[config.mk]
export PLATFORM = sky130hd
export DESIGN_NAME = mem_access_ctrl
export DESIGN_NICKNAME = d
export VERILOG_FILES = /design/src/rtl/mem_pkg.sv /design/src/rtl/ls_align.sv /design/src/rtl/mem_access_ctrl.sv
export SDC_FILE = /design/constraint.sdc
export NUM_CORES = 1
export LEC_CHECK = 0
export ABC_AREA = 1
export ABC_CLOCK_PERIOD_IN_PS = 1600
export BUFFER_PORTS_ARGS = -buffer_cell sky130_fd_sc_hd__buf_2
export CAP_MARGIN = 20
export CORE_MARGIN = 2
export CORE_UTILIZATION = 50
export CTS_BUF_LIST = sky130_fd_sc_hd__clkbuf_4
export DETAILED_ROUTE_END_ITERATION = 6
export PLACE_DENSITY = 0.89
export SLEW_MARGIN = 15
export SYNTH_ARGS = -nofsm -noshare
export SYNTH_HDL_FRONTEND = slang
export SYNTH_SLANG_ARGS = --single-unit
[constraint.sdc]
create_clock -name clk -period 1.6 [get_ports clk]
set_input_delay 0.08 -clock clk [delete_from_list [all_inputs] [get_ports clk]]
set_output_delay 0.08 -clock clk [all_outputs]
set_load 0.01 [all_outputs]
[src/rtl/mem_pkg.sv]
// Shared definitions for the load/store access sequencer: size codes, FSM states
// and byte-lane helpers.
package mem_pkg;

  localparam logic [1:0] SIZE_WORD = 2'b00;
  localparam logic [1:0] SIZE_HALF = 2'b01;
  localparam logic [1:0] SIZE_BYTE = 2'b10;
  localparam logic [1:0] SIZE_RSVD = 2'b11;

  typedef enum logic [2:0] {
    ST_IDLE = 3'd0,
    ST_RD   = 3'd1,
    ST_WR   = 3'd2,
    ST_DONE = 3'd3,
    ST_ERR  = 3'd4
  } state_e;

  localparam logic [31:0] LANE_MASK_BYTE = 32'h0000_00FF;
  localparam logic [31:0] LANE_MASK_HALF = 32'h0000_FFFF;
  localparam logic [31:0] LANE_MASK_WORD = 32'hFFFF_FFFF;

  // Reserved size is always rejected; bytes can never be misaligned.
  function automatic logic misaligned(input logic [1:0] size, input logic [1:0] off);
    case (size)
      SIZE_WORD: return (off != 2'b00);
      SIZE_HALF: return off[0];
      SIZE_BYTE: return 1'b0;
      default:   return 1'b1;
    endcase
  endfunction

  function automatic logic [31:0] lane_mask(input logic [1:0] size, input logic [1:0] off);
    case (size)
      SIZE_BYTE: return LANE_MASK_BYTE << {off, 3'b000};
      SIZE_HALF: return LANE_MASK_HALF << {off, 3'b000};
      default:   return LANE_MASK_WORD;
    endcase
  endfunction

endpackage

[src/rtl/ls_align.sv]
// Little-endian lane alignment: extracts a sign/zero-extended sub-word from a read
// word and merges store data into the addressed lane(s) of a read word.
module ls_align
  import mem_pkg::*;
(
  input  logic [31:0] rdata_i,
  input  logic [31:0] wdata_i,
  input  logic [1:0]  off_i,
  input  logic [1:0]  size_i,
  input  logic        sign_ext_i,
  output logic [31:0] extract_o,
  output logic [31:0] merged_o
);

  logic [4:0]  sh_s;
  logic [31:0] shifted_s;
  logic [31:0] mask_s;

  // Lane shift, extend and merge.
  always_comb begin
    sh_s      = {off_i, 3'b000};
    shifted_s = rdata_i >> sh_s;
    mask_s    = lane_mask(size_i, off_i);
    merged_o  = (rdata_i & ~mask_s) | ((wdata_i << sh_s) & mask_s);
    case (size_i)
      SIZE_BYTE: extract_o = sign_ext_i ? {{24{shifted_s[7]}}, shifted_s[7:0]}
                                        : {24'h00_0000, shifted_s[7:0]};
      SIZE_HALF: extract_o = sign_ext_i ? {{16{shifted_s[15]}}, shifted_s[15:0]}
                                        : {16'h0000, shifted_s[15:0]};
      default:   extract_o = rdata_i;
    endcase
  end

endmodule

[src/rtl/mem_access_ctrl.sv]
// Multicycle memory access sequencer: one word/half/byte load or store per start,
// sub-word stores done as read-modify-write, completion reported via done/err.
module mem_access_ctrl
  import mem_pkg::*;
#(
  parameter int MEM_LAT = 1,
  parameter int ADDR_W  = 32
) (
  input  logic              clk,
  input  logic              reset_n,
  input  logic              start,
  input  logic              we,
  input  logic [1:0]        size,
  input  logic              sign_ext,
  input  logic [ADDR_W-1:0] addr,
  input  logic [31:0]       wdata,
  input  logic [31:0]       mem_rdata,
  output logic [ADDR_W-1:0] mem_addr,
  output logic              mem_wr,
  output logic [31:0]       mem_wdata,
  output logic [31:0]       mdr,
  output logic              busy,
  output logic              done,
  output logic              err
);

  localparam int CNT_W = (MEM_LAT > 1) ? $clog2(MEM_LAT) : 1;
  localparam logic [CNT_W-1:0] CNT_INIT = CNT_W'(MEM_LAT - 1);
  localparam logic [CNT_W-1:0] CNT_ONE  = CNT_W'(1);
  localparam logic [CNT_W-1:0] CNT_ZERO = CNT_W'(0);

  state_e            state_q, state_d;
  logic [ADDR_W-1:0] addr_q, addr_d;
  logic [31:0]       wdata_q, wdata_d;
  logic              we_q, we_d;
  logic [1:0]        size_q, size_d;
  logic              sext_q, sext_d;
  logic [CNT_W-1:0]  cnt_q, cnt_d;
  logic [31:0]       mdr_q, mdr_d;
  logic [31:0]       mem_wdata_q, mem_wdata_d;
  logic              mem_wr_q, mem_wr_d;
  logic              busy_q, busy_d;
  logic              done_q, done_d;
  logic              err_q, err_d;
  logic [31:0]       extract_s, merged_s;

  ls_align u_align (
    .rdata_i    (mem_rdata),
    .wdata_i    (wdata_q),
    .off_i      (addr_q[1:0]),
    .size_i     (size_q),
    .sign_ext_i (sext_q),
    .extract_o  (extract_s),
    .merged_o   (merged_s)
  );

  // Next state, datapath updates and the flag values for the state being entered.
  always_comb begin
    state_d     = state_q;
    addr_d      = addr_q;
    wdata_d     = wdata_q;
    we_d        = we_q;
    size_d      = size_q;
    sext_d      = sext_q;
    cnt_d       = cnt_q;
    mdr_d       = mdr_q;
    mem_wdata_d = mem_wdata_q;
    case (state_q)
      ST_IDLE: begin
        if (start) begin
          addr_d  = addr;
          wdata_d = wdata;
          we_d    = we;
          size_d  = size;
          sext_d  = sign_ext;
          if (misaligned(size, addr[1:0])) begin
            state_d = ST_ERR;
          end else if (we && (size == SIZE_WORD)) begin
            state_d     = ST_WR;
            mem_wdata_d = wdata;
          end else begin
            state_d = ST_RD;
            cnt_d   = CNT_INIT;
          end
        end else begin
          state_d = ST_IDLE;
        end
      end
      ST_RD: begin
        if (cnt_q == CNT_ZERO) begin
          if (we_q) begin
            state_d     = ST_WR;
            mem_wdata_d = merged_s;
          end else begin
            state_d = ST_DONE;
            mdr_d   = extract_s;
          end
        end else begin
          cnt_d = cnt_q - CNT_ONE;
        end
      end
      ST_WR:   state_d = ST_DONE;
      ST_DONE: state_d = ST_IDLE;
      ST_ERR:  state_d = ST_IDLE;
      default: state_d = ST_IDLE;
    endcase
    mem_wr_d = (state_d == ST_WR);
    busy_d   = (state_d != ST_IDLE);
    done_d   = (state_d == ST_DONE) || (state_d == ST_ERR);
    err_d    = (state_d == ST_ERR);
  end

  // State and output registers; reset aborts any access in flight.
  always_ff @(posedge clk or negedge reset_n) begin
    if (!reset_n) begin
      state_q     <= ST_IDLE;
      addr_q      <= '0;
      wdata_q     <= 32'h0000_0000;
      we_q        <= 1'b0;
      size_q      <= SIZE_WORD;
      sext_q      <= 1'b0;
      cnt_q       <= CNT_ZERO;
      mdr_q       <= 32'h0000_0000;
      mem_wdata_q <= 32'h0000_0000;
      mem_wr_q    <= 1'b0;
      busy_q      <= 1'b0;
      done_q      <= 1'b0;
      err_q       <= 1'b0;
    end else begin
      state_q     <= state_d;
      addr_q      <= addr_d;
      wdata_q     <= wdata_d;
      we_q        <= we_d;
      size_q      <= size_d;
      sext_q      <= sext_d;
      cnt_q       <= cnt_d;
      mdr_q       <= mdr_d;
      mem_wdata_q <= mem_wdata_d;
      mem_wr_q    <= mem_wr_d;
      busy_q      <= busy_d;
      done_q      <= done_d;
      err_q       <= err_d;
    end
  end

  assign mem_addr  = {addr_q[ADDR_W-1:2], 2'b00};
  assign mem_wr    = mem_wr_q;
  assign mem_wdata = mem_wdata_q;
  assign mdr       = mdr_q;
  assign busy      = busy_q;
  assign done      = done_q;
  assign err       = err_q;

endmodule
**Word-level counts from Yosys, hierarchy flattened**

Cells that the tools add are included.

- Flip-flop bits (word level): 140
- Input bits: 103

- Shift-type cells: 4
- Reduce and logical (&&, ||, !) cells: 11
- Multiplexer cells: 24
- Eq/ne operators: 15
- $add $sub $neg: 1
- Bitwise logic cells: 6

Operators by type and width:

| operator | count |
|---|---|
| 32-bit two-way mux | 7 |
| 32-bit case mux with 2 select lines | 3 |
| 32-bit bitwise AND | 2 |
| 32-bit NOT | 1 |
| 32-bit bitwise OR | 1 |
| 16-bit by 5-bit left shift with 32-bit output (first input constant) | 1 |
| 32-bit by 5-bit left shift with 32-bit output | 1 |
| 8-bit by 5-bit left shift with 32-bit output (first input constant) | 1 |
| 32-bit by 5-bit >> shifter with 16-bit output | 1 |
| 2-bit inequality test (second input constant) | 6 |
| 3-bit by 2-bit equality test with 1-bit output (second input constant) | 3 |
| 3-bit two-way mux | 3 |
| 3-bit case mux with 3 select lines | 1 |
| 1-bit two-way mux | 7 |
| 6-bit AND reduction | 1 |
| 2-bit by 1-bit equality test with 1-bit output (second input constant) | 2 |
| 2-bit equality test (second input constant) | 2 |
| 4-bit AND reduction | 1 |
| 2-bit nonzero test | 2 |
| 3-bit by 1-bit equality test with 1-bit output (second input constant) | 1 |
| 3-bit equality test (second input constant) | 1 |
| 3-bit zero test | 1 |
| 1-bit case mux with 3 select lines | 1 |
| 3-bit AND reduction | 1 |
| 9 further kinds | 10 |

**Longest topological paths before layout**

- Depth in word-level cells: 9
- Depth in mapped cells: 12
- Gate-level depth less buffers: 12

**Cells and area by module**

From an unflattened synthesis, not the netlist that was laid out.

- Cell total of the unflattened synthesis: 1,045
- Area total of the unflattened synthesis: 7,771.2 µm²

By module, submodules not included:

| module | area each (µm²) | cells each | times used |
|---|---|---|---|
| mem_access_ctrl | 6,014.5 | 675 | 1 |
| ls_align | 1,756.7 | 370 | 1 |

**Least setup slack after synthesis**

OpenSTA, ideal clock, no wires.

- Path kind: register to register
- From: register size_q[0]
- To: register mdr_q[9] (netlist: mdr[9])
- Cell stages (with the launch flop): 10
- Data required time: 1,483 ps
- Period minus slack after synthesis: 1,661 ps
- Arrival: 1,545 ps
- Path slack: -61 ps
- Cell sequence: dfrtp_1 > inv_1 > ha_1 > inv_2 > clkbuf_1 > nand2_1 > nand2_1 > nand3_1 > nand2_1 > nand2_1

- Cells in the longest elaborated chain, start to end: 2
- Elaborated cells between the ends (all ways): 3

Ends and longest elaborated chain:

| what | line | text |
|---|---|---|
| start: declaration | mem_access_ctrl.sv:36 | `logic [1:0] size_q, size_d;` |
| start signal: assignment | mem_access_ctrl.sv:134 | `size_q <= size_d;` |
| 2-bit by 1-bit equality test with 1-bit output or 2-bit equality test (tied branches) | ls_align.sv:25 | `case (size_i)` |
| 32-bit case mux with 2 select lines (*) | ls_align.sv:25 |  |
| end signal: assignment | mem_access_ctrl.sv:137 | `mdr_q <= mdr_d;` |
| end: declaration | mem_access_ctrl.sv:39 | `logic [31:0] mdr_q, mdr_d;` |

Every way passes the cells marked *; elsewhere a longest branch is shown, timed or not.
A chain may end at the register's enable or synchronous reset.

**Final worst setup path**

- From: register size_q[0]
- To: register mem_wdata_q[8] (netlist: mem_wdata[8])

- Cells in the longest elaborated chain, start to end: 8
- Elaborated cells between the ends (all ways): 10

Ends and longest elaborated chain:

| what | line | text |
|---|---|---|
| 2-bit by 1-bit equality test with 1-bit output or 2-bit equality test (tied branches) | mem_pkg.sv:33 | `case (size)` |
| 32-bit case mux with 2 select lines (*) | mem_pkg.sv:33 |  |
| 32-bit NOT | ls_align.sv:24 | `merged_o = (rdata_i & ~mask_s) \| ((wdata_i << sh_s) & mask_s);` |
| 32-bit bitwise AND | ls_align.sv:24 |  |
| 32-bit bitwise OR (*) | ls_align.sv:24 |  |
| 32-bit two-way mux (*) | mem_access_ctrl.sv:91 | `if (we_q) begin` |
| 32-bit two-way mux (*) | mem_access_ctrl.sv:90 | `if (cnt_q == CNT_ZERO) begin` |
| 32-bit case mux with 2 select lines (*) | mem_access_ctrl.sv:68 | `case (state_q)` |
| end signal: assignment | mem_access_ctrl.sv:138 | `mem_wdata_q <= mem_wdata_d;` |
| end: declaration | mem_access_ctrl.sv:40 | `logic [31:0] mem_wdata_q, mem_wdata_d;` |

Every way passes the cells marked *; elsewhere a longest branch is shown, timed or not. The select of a mux whose other input is x is not followed.

==> reports/qor.yml <==
core-area_mm2: 0.01509
synth_mux_area_share_pct: 0
synth_cell_type_count: 29
io_buffers: 200
status: "completed"
die_h_um: 127.8
grt.busiest_layer: "met2"
synth-adder-area-share_pct: 0.3264
netlist_area_mm2: 0.007666
cp_common_cell: "nand2_1"
synth-simple-area-share_pct: 35.61
routed_via_density: 5.386
use_met1_pct: 40.04
cts_num_sinks: 139
placementRows: 45
area_delta_synth_final_pct: 36.58
fin_ws_ps: 21.86
ir_drop_mv: 1.261
die_x_um: 127.8
htreeDepth: 4
synth.area.top_cells: "dfrtp_1 (45%), nand2_1 (24%), nand3_1 (6.5%), inv_1 (3.7%), buf_4 (3.3%)"
fillers: 1189
dr_total_vias: 8483
ant_nets: 0
gp_congestion: 0.9228
drv_cap: 0
cts_buffers: 17
ys_seq_area_share_pct: 45.37
finClkSkew_ps: 27.68
worst_path_max_delay_cell: "dfrtp_1"
rsz0062_at_grt: "yes"
nNetsFinal: 1480
setup_viol: 0
worstPathCellList: "buf_4 -> ha_4 -> inv_2 -> nand2_4 -> nand2_4 -> buf_6 -> nand3_1 -> nand3_1 -> nand2_1 -> nand2_1 -> nand2_1"
routed_wl_um: 27230
grt_pass1_vias: 8329
max_freq_ghz: 0.6337
synth_seq_cells: 139
worstSkewPairLatency_ps: 600
critPathArrivalTime_ps: 2080
grt_pass1_wl_um: 42000
cts_tree: "yes"
synth_top_family_by_area: "simple AND/OR/NAND/NOR gates"
syn_inst: 1091
dieArea_mm2: 0.01634
hold_class: "in -> reg"
antenna_found_initial: 0
finalCritPeriodShare_pct: 98.63
worstSetupStartpointType: "flop"
critPathMaxFanout: 8
final_common_cell: "nand2_1"
synth.avg_cell_area_um2: 7.027
yosysTopAreaCell: "dfrtp_1"
first_pass_iters: 5
worst_setup_path_end_kind: "flop"
synth-compound-area-share_pct: 7.932
critical_path_required_ps: 2100
wl_per_cell_um: 17.29
drtIter0Drc: 896
hold_viol: 0
synth_top_cell_area_share_pct: 45.37
ios: 203
finalSetupTns_ps: 0
grt-ovfl-total: 0
root_buffer: "clkbuf_4"
start_util_pct: 50.80
most-common-layout-cells: "nand2_1 (475), buf_2 (199), dfrtp_1 (137), dlygate4sd3_1 (102), nand3_1 (95)"
power_leakage_nw: 5.752
use_met3_pct: 8.097
powerDensity_mw_per_mm2: 2128
clk_pin_slew_ps: 130
clockBufferDepth: 2
dp_slack_ps: -52.53
dp_hpwl_um: 16860
grt_max_degree: 49
synth_xor_area_share_pct: 0
grt_util_all_layers_pct: 33.17
drc: 0
fin_crit_ps: 1578
critical_path_class: "reg -> reg"
met2_usage_pct: 55.87
yosys_warnings: 0
maxSlewViolCount: 0
drive_gt1_share_pct: 25.09
slowest_delay_ps: 410
n_antenna_cell: 0
[cells by family after synthesis]
| family | after synthesis |
|---|---|
| AOI/OAI and AO/OA | 108 |
| buffers and inverters | 170 |
| other | 1 |
| and+or+nand+nor | 671 |
| adders and majority gates | 2 |
| DFF | 139 |
[critical path: cells and delay by family (launching register included)]
family	cells	cell delay, ps
adder cells (fa/ha/maj)	1	160
AND/OR/NAND/NOR	7	550
buffers and inverters	3	370
flip-flops	1	410
[flip-flops by register name, indices dropped and copies added, names as in the netlist]
| name | flops |
|---|---|
| err | 1 |
| size_q | 2 |
| mem_wdata | 32 |
| wdata_q | 32 |
| sext_q | 1 |
| we_q | 1 |
| state_q | 3 |
| mem_wr | 1 |
| addr_q | 32 |
| done | 1 |
| busy | 1 |
| mdr | 32 |
[layout make-up]
type / count / area [µm²] / area share, %
well taps: 188 / 235.2 / 2.247
inverters: 83 / 329.1 / 3.143
clock buffers: 19 / 142.6 / 1.362
repair inverters: 1 / 7.507 / 0.07170
clock inverters: 12 / 196.4 / 1.876
multi-input cells: 783 / 3501 / 33.44
flip-flops and latches: 139 / 3481 / 33.25
repair buffers: 350 / 2577 / 24.62
[synthesized netlist by cell type (all sizes together)]
cell	instances
nand2	485
dfrtp	139
nand3	100
inv	82
nor2	66
buf	61
a21oi	59
o21ai	41
clkbuf	26
or2	17
a31oi	5
nand3b	3
ha	2
o211ai	2
a2bb2oi	1
clkinv	1
conb	1
[power breakdown]
part           internal (mW)  switching (mW)  total [mW]  leakage (nW)
sequential              5.22            1.21        6.43          1.70
clock                   1.42            1.37        2.79         0.176
combinational           5.06            8.00        13.1          3.88
total                   11.7            10.6        22.3          5.75
[routing by layer]
layer | wire (µm) | vias to the layer above | share of wire [%]
met1 | 10270 | 3900 | 38
li1 | - | 3929 | -
met5 | 0 | - | 0
met2 | 12930 | 544 | 47
met4 | 1360 | 0 | 5.0
met3 | 2669 | 110 | 9.8
[path summary, 6_finish.rpt]
path	start	end	slack [ps]	cells after the start
setup / recovery	size_q[0]$_DFFE_PN0P_	mem_wdata[8]$_DFFE_PN0P_	20	11
hold / removal	start	wdata_q[25]$_DFFE_PN0P_	70	6
setup reg to reg	size_q[0]$_DFFE_PN0P_	mem_wdata[8]$_DFFE_PN0P_	20	11
hold reg to reg	mem_wdata[12]$_DFFE_PN0P_	mem_wdata[12]$_DFFE_PN0P_	480	2
max in group asynchronous	reset_n	mdr[5]$_DFFE_PN0P_	490	4
min in group asynchronous	reset_n	mem_wdata[19]$_DFFE_PN0P_	530	3
[what timing repair did]
action | CTS | global route
hold buffers | 102 | 0
cloned | 0 | 2
setup buffers | 1 | 5
pin swaps | 2 | 10
endpoints found under the hold margin | 277 | 0
endpoints found under the setup margin | 15 | 62
gates resized for setup | 6 | 52
[per-stage QoR]
| stage | total power [mW] | instances | hold WS [ps] | instance area, µm² | util, % |
|---|---|---|---|---|---|
| final | 22.28 | 1575 | 67.33 | 10470 | 69.39 |
| after global routing | 23.87 | 1575 | 66.52 | 10470 | 69.39 |
| after CTS | 20.89 | 1569 | 19.28 | 10240 | 67.84 |
| after detailed placement | 17.78 | 1435 | 47.12 | 8846 | 58.62 |
| after global placement | 17.50 | 1435 | 47.74 | 8846 | 58.62 |
| after floorplan | 14.08 | 1092 | -215.6 | 7671 | - |
Note: power is estimated with default switching activity, not from simulation.
